$ cat config.mk
export PLATFORM = sky130hd
export DESIGN_NAME = binary_decoder
export DESIGN_NICKNAME = d
export VERILOG_FILES = /design/src/rtl/binary_decoder_pkg.sv /design/src/rtl/binary_decoder_onehot_encoder.sv /design/src/rtl/binary_decoder.sv
export SDC_FILE = /design/constraint.sdc
export NUM_CORES = 1
export LEC_CHECK = 0
export CORE_AREA = 3 3 40 42
export DETAILED_ROUTE_END_ITERATION = 6
export DIE_AREA = 0 0 43 45
export SLEW_MARGIN = 20
export SYNTH_ARGS = -nofsm -noshare
export SYNTH_HDL_FRONTEND = slang
export SYNTH_SLANG_ARGS = --single-unit
$ cat constraint.sdc
create_clock -name clk -period 1 [get_ports clk]
set_clock_uncertainty 0.2 [all_clocks]
set_input_delay 0.1 -clock clk [delete_from_list [all_inputs] [get_ports clk]]
set_output_delay 0.1 -clock clk [all_outputs]
set_load 0.05 [all_outputs]
$ cat src/rtl/binary_decoder_pkg.sv
// Shared constants and the one-hot decode helper for binary_decoder.
package binary_decoder_pkg;

  localparam int DEFAULT_ENCODE_WIDTH = 2;
  localparam int MAX_ENCODE_WIDTH     = 8;
  localparam int MAX_DECODE_WIDTH     = 1 << MAX_ENCODE_WIDTH;

  // One-hot decode at the widest supported size; callers truncate to their width.
  function automatic logic [MAX_DECODE_WIDTH-1:0] onehot_decode(
    input logic [MAX_ENCODE_WIDTH-1:0] idx
  );
    logic [MAX_DECODE_WIDTH-1:0] result;
    result      = '0;
    result[idx] = 1'b1;
    return result;
  endfunction

endpackage

$ cat src/rtl/binary_decoder_onehot_encoder.sv
// onehot_encoder: re-encodes a one-hot vector to its binary index and flags
// any vector that does not have exactly one bit set.
module onehot_encoder #(
  parameter int ENCODE_WIDTH = 2,
  parameter int DECODE_WIDTH = 1 << ENCODE_WIDTH
) (
  input  logic [DECODE_WIDTH-1:0] onehot,
  output logic [ENCODE_WIDTH-1:0] index,
  output logic                    not_onehot
);

  // Each set bit contributes its own position; OR-ing them yields the index
  // when the vector really is one-hot.
  logic [ENCODE_WIDTH-1:0] contrib [DECODE_WIDTH];

  for (genvar gi = 0; gi < DECODE_WIDTH; gi++) begin : g_contrib
    assign contrib[gi] = onehot[gi] ? ENCODE_WIDTH'(gi) : '0;
  end

  logic [ENCODE_WIDTH:0] set_count;

  // Reduce contributions to an index and count set bits for the one-hot test.
  always_comb begin
    index     = '0;
    set_count = '0;
    for (int i = 0; i < DECODE_WIDTH; i++) begin
      index     = index | contrib[i];
      set_count = set_count + {{ENCODE_WIDTH{1'b0}}, onehot[i]};
    end
  end

  assign not_onehot = (set_count != {{ENCODE_WIDTH{1'b0}}, 1'b1});

endmodule

$ cat src/rtl/binary_decoder.sv
// binary_decoder: combinational and registered one-hot decode of a binary index.
// Optional self-check enabled by defining BINARY_DECODER_CHECK_EN, which adds
// the chk_err output and an onehot_encoder instance that re-encodes out_q.
module binary_decoder
  import binary_decoder_pkg::*;
#(
  parameter  int ENCODE_WIDTH = DEFAULT_ENCODE_WIDTH,
  localparam int DECODE_WIDTH = 1 << ENCODE_WIDTH
) (
  input  logic                    clk,
  input  logic                    rst_n,
  input  logic [ENCODE_WIDTH-1:0] in,
  input  logic                    en,
  output logic [DECODE_WIDTH-1:0] out,
  output logic [DECODE_WIDTH-1:0] out_q,
`ifdef BINARY_DECODER_CHECK_EN
  output logic                    out_valid,
  output logic                    chk_err
`else
  output logic                    out_valid
`endif
);

  logic [DECODE_WIDTH-1:0] decode;
  logic [DECODE_WIDTH-1:0] out_q_reg;
  logic                    out_valid_reg;

  // Widen the index to the package width, decode, then keep only our bits.
  assign decode = DECODE_WIDTH'(onehot_decode(MAX_ENCODE_WIDTH'(in)));

  // Combinational path is independent of clock and reset.
  assign out = en ? decode : '0;

  // Capture the decode when enabled; otherwise hold the value but drop valid.
  always_ff @(posedge clk or negedge rst_n) begin
    if (!rst_n) begin
      out_q_reg     <= '0;
      out_valid_reg <= 1'b0;
    end else begin
      out_valid_reg <= en;
      if (en) begin
        out_q_reg <= decode;
      end
    end
  end

  assign out_q     = out_q_reg;
  assign out_valid = out_valid_reg;

`ifdef BINARY_DECODER_CHECK_EN
  logic [ENCODE_WIDTH-1:0] in_q_reg;
  logic [ENCODE_WIDTH-1:0] reenc_index;
  logic                    reenc_not_onehot;
  logic                    chk_err_reg;
  logic                    chk_err_next;

  // Shadow copy of the index that produced the current out_q.
  always_ff @(posedge clk or negedge rst_n) begin
    if (!rst_n) begin
      in_q_reg <= '0;
    end else if (en) begin
      in_q_reg <= in;
    end
  end

  onehot_encoder #(
    .ENCODE_WIDTH(ENCODE_WIDTH),
    .DECODE_WIDTH(DECODE_WIDTH)
  ) u_onehot_encoder (
    .onehot    (out_q),
    .index     (reenc_index),
    .not_onehot(reenc_not_onehot)
  );

  // An error is only meaningful while out_q holds a valid capture.
  always_comb begin
    chk_err_next = out_valid_reg && (reenc_not_onehot || (reenc_index != in_q_reg));
  end

  // Register the error so it pulses for each cycle the mismatch is seen.
  always_ff @(posedge clk or negedge rst_n) begin
    if (!rst_n) begin
      chk_err_reg <= 1'b0;
    end else begin
      chk_err_reg <= chk_err_next;
    end
  end

  assign chk_err = chk_err_reg;
`endif

endmodule

After elaboration in Yosys (flattened, before gate mapping)
Cells that the tools add are included.

Shift operators: 0. Equal/unequal tests: 0. Multiplexer cells: 3. Divide/modulo/power cells: 0. Bitwise operators: 0. Add/sub/neg operators: 0. Reductions and logical operators: 1. Multiply operators: 0. Magnitude comparators: 2.

Operators by type and width (number): < comparator 2 x 9 -> 1 bit, second input constant (1); 2-to-1 mux 4 bit (1); demux 1 bit (select 2 bit) (1); greater-or-equal comparator 2 x 1 -> 1 bit, second input constant (1); logical AND 1 bit (1); 2-to-1 mux 1 bit (1).

Register bits: 5. Output and inout bits: 9. Memories kept: 0. ROM bits: 0. RAM bits: 0. Bits of input ports: 5. Latch bits: 0.

Logic depth before layout (Yosys ltp)
Depth in word-level cells: 5. Gate-level depth with buffers: 2.

Worst setup path after synthesis
No wires, ideal clock.

Path type: in2reg. Start point: input port in[0]. End point: register out_q_reg[0] (netlist: out_q[0]). Buffers on the path: 0. Slack: -0.196 ns. Arrival: 0.928 ns. Data required time: 0.732 ns. Cell stages on the path: 2. Path through: nor3b_2 a21o_1.

Longest elaborated chain between the ends: 4. Elaborated cells between the ends (all ways): 5. Those cells by class: order compare (2); mux (2); reduce/logical (1).

RTL lines: from (decl) (RTL line binary_decoder.sv:12) `input logic [ENCODE_WIDTH-1:0] in,`; < comparator 2 x 9 -> 1 bit (not written as such) or greater-or-equal comparator 2 x 1 -> 1 bit (tied branches) (RTL line binary_decoder_pkg.sv:14) `result[idx] = 1'b1;`; logical AND 1 bit (not written as such) (RTL line binary_decoder_pkg.sv:14); 2-to-1 mux 1 bit (not written as such) (RTL line binary_decoder_pkg.sv:14); demux 1 bit (select 2 bit) * (RTL line binary_decoder_pkg.sv:14); to (signal assigned) (RTL line binary_decoder.sv:42) `out_q_reg <= decode;`; to (decl) (RTL line binary_decoder.sv:25) `logic [DECODE_WIDTH-1:0] out_q_reg;`.

Every way passes the cells marked *; elsewhere a longest branch is shown, timed or not. A chain may end at the register's enable or synchronous reset.

Worst setup path after layout
Start point: register out_q_reg[1] (netlist: out_q[1]). End point: output port out_q[1].

RTL lines: to (decl) (RTL line binary_decoder.sv:15) `output logic [DECODE_WIDTH-1:0] out_q,`.

No word-level cell between the ends.

==> flow_metrics.env <==
export IMPL_yosysSeqAreaShare=0.641
export IMPL_grt_ovfl_total=0
export IMPL_slew_violations=0
export IMPL_dp_cells=44
export IMPL_dieArea_sq_mm=0.00194
export IMPL_max_freq_ghz=0.893
export IMPL_synthesis_nets=20
export IMPL_crit_arrival_ns=0.82
export IMPL_endpoint_kind="output pin"
export IMPL_finalNonFillerCells=51
export IMPL_drt_initial_drc_count=4
export IMPL_finalCoreUtilization=0.387
export IMPL_drtPass1Iterations=3
export IMPL_grt_max_degree=7
export IMPL_p_per_area_mw_per_mm2=1410
export IMPL_clk_latency_ns=0.25
export IMPL_start_kind="register"
export IMPL_required_ns=0.70
export IMPL_p_leak_uw=0.000244
export IMPL_place_congestion=0.732
export IMPL_die_h_um=45
export IMPL_ys_top_cells_by_count="5 x dfrtp_1, 3 x a21o_1"
export IMPL_ant_nets=0
export IMPL_status="finished with violations"
export IMPL_min_path_type="input pin to async pin"
export IMPL_cts_htree_levels=1
export IMPL_cts_sinks=5
export IMPL_synthToLayoutAreaGrowth_pct=154
export IMPL_portBuffers=13
export IMPL_ys_flop_type="dfrtp_1"
export IMPL_worstPathCellList="buf_12"
export IMPL_crit_family="flip-flops"
export IMPL_worstMarginPinSlew_ns=0.215
export IMPL_syn_inst=15
export IMPL_ir_worst_vdd_mv=0.526
export IMPL_cts_root_buf="clkbuf_4"
export IMPL_cts_clk_slew_worst_paths_ns=0.05
export IMPL_synth_edf_count=0
export IMPL_max_cap_viol_count=0
export IMPL_routed_wl_um=537
export IMPL_syn_area_sq_um=195
export IMPL_timing_final_ws_setup_ns=-0.120
export IMPL_grt_setup_unrepaired="yes"
export IMPL_gr_usage_all_layers=0.0686
export IMPL_via_per_inst=3.73
export IMPL_worst_path_buf_inv=1
export IMPL_largest_register_ff_count=4
export IMPL_period_share=1.12
export IMPL_synth_seq_cells=5
export IMPL_grt_pass1_wl_um=848
export IMPL_slowest_stage="dfrtp_2"
export IMPL_tns_ns=-0.521
export IMPL_grt_pass1_vias=210
export IMPL_n_antenna_cell=0
export IMPL_rows=13
export IMPL_violations="negative hold slack, negative setup slack"
export IMPL_fp_coreArea_sq_mm=0.00128
export IMPL_place_area_sq_um=455
export IMPL_finalHoldViolCount=6
export IMPL_drc=0
export IMPL_synth_distinct_cells=9
export IMPL_synth_top_area_cell="dfrtp_1"
export IMPL_vias=190
export IMPL_wl_per_cell_um=10.5
export IMPL_post_synth_top_count_cell="dfrtp_1"
export IMPL_period_minus_slack_ns=1.12
export IMPL_cts_tree="done"
export IMPL_ios=14
export IMPL_yosysWarnings=0
export IMPL_ys_top_cells_by_area="dfrtp_1 64%, a21o_1 12%, nor3b_2 6.4%, and3b_1 4.5%, o2bb2ai_1 4.5%"
export IMPL_antenna_found_initial=0
export IMPL_crit_path_max_fanout=2
export IMPL_maxSlewHeadroom=0.856
export IMPL_syn_avg_cell_area_sq_um=13.0
export IMPL_post_route_cell_area_sq_um=497
export IMPL_async_flop_share=1.00
export IMPL_setup_violations_final=5
export IMPL_die_x_um=43
export IMPL_path_class="register to output pin"
export IMPL_fin_nets=42
export IMPL_final_layout_size_suffix_gt1_frac=0.694
export IMPL_holdWs_ns=-0.133
export IMPL_cts_buffers_inserted=3
export IMPL_synth_top_area_frac=0.641
export IMPL_slowest_delay_ns=0.42
export IMPL_cts_buffer_depth=2
export IMPL_initial_core_util=0.152
export IMPL_nFillCells=126
power by group:
group          switching [uW]  internal [uW]  total (uW)
registers                15.1            219         235
logic                     112            112         224
clock network            89.7            151         241
stage by stage:
| stage | hold slack (ns) | worst slack, ns | total power (uW) |
|---|---|---|---|
| floorplan | -0.396 | -0.0933 | 326 |
| global placement | 0.134 | -0.392 | 457 |
| CTS | -0.181 | -0.137 | 719 |
| global route | -0.116 | -0.141 | 737 |
| finish | -0.133 | -0.120 | 700 |
| detailed placement | 0.137 | -0.400 | 458 |
cell usage in the layout (no fill, tap or decap):
master	count
a21o_1	3
nand2_1	1
clkbuf_1	1
buf_12	9
dfrtp_2	3
nor2_2	1
nor3b_4	1
buf_2	3
buf_4	3
clkdlybuf4s50_1	1
inv_1	1
dlygate4sd3_1	1
dfrtp_1	2
o2bb2ai_1	1
and3b_2	1
clkbuf_4	3
and3_4	1
worst reg2reg max path, cell delays in order (launching register included):
cell	delay, ns
dfrtp_1	0.40
buf_4	0.14
a21o_1	0.14
timing repair:
item,in CTS,in global routing
gates resized for setup,13,0
endpoints found under the setup margin,12,6
pin swaps,2,0
setup buffers,2,0
hold endpoints to repair,7,6
cell families after synthesis:
family,Yosys count,share of synthesized area
compound gates,4,0.160
buf+inv,1,0.0192
flops,5,0.641
simple gates,5,0.179
layer usage:
metal,global-route usage,wire length (um),vias up
met5,0,0,-
met4,0.108,7,0
met3,0.0359,54,2
met2,0.0868,260,8
met1,0.0636,215,86
li1,-,-,94
path summary, 6_finish.rpt:
path | slack (ns) | endpoint | cells after the start | start
min in group clk | -0.01 | out_q[1]$_DFFE_PN0P_ | 3 | in[0]
max reg2reg | 0.01 | out_q[0]$_DFFE_PN0P_ | 2 | out_q[0]$_DFFE_PN0P_
max | -0.12 | out_q[1] | 1 | out_q[1]$_DFFE_PN0P_
min | -0.13 | out_q[0]$_DFFE_PN0P_ | 1 | rst_n
max in group asynchronous | 0.53 | out_q[2]$_DFFE_PN0P_ | 1 | rst_n
min reg2reg | 0.32 | out_q[2]$_DFFE_PN0P_ | 1 | out_q[2]$_DFFE_PN0P_
area by class of cell:
class / instances / area [sq um] / area share
timing repair buffer: 17 / 238 / 0.479
tap: 15 / 18.8 / 0.0378
sequential: 5 / 129 / 0.259
clock buffer: 4 / 26.3 / 0.0529
multi-input combinational: 9 / 81.3 / 0.164
inverter: 1 / 3.75 / 0.00756
(Power assumes the default switching activity.)
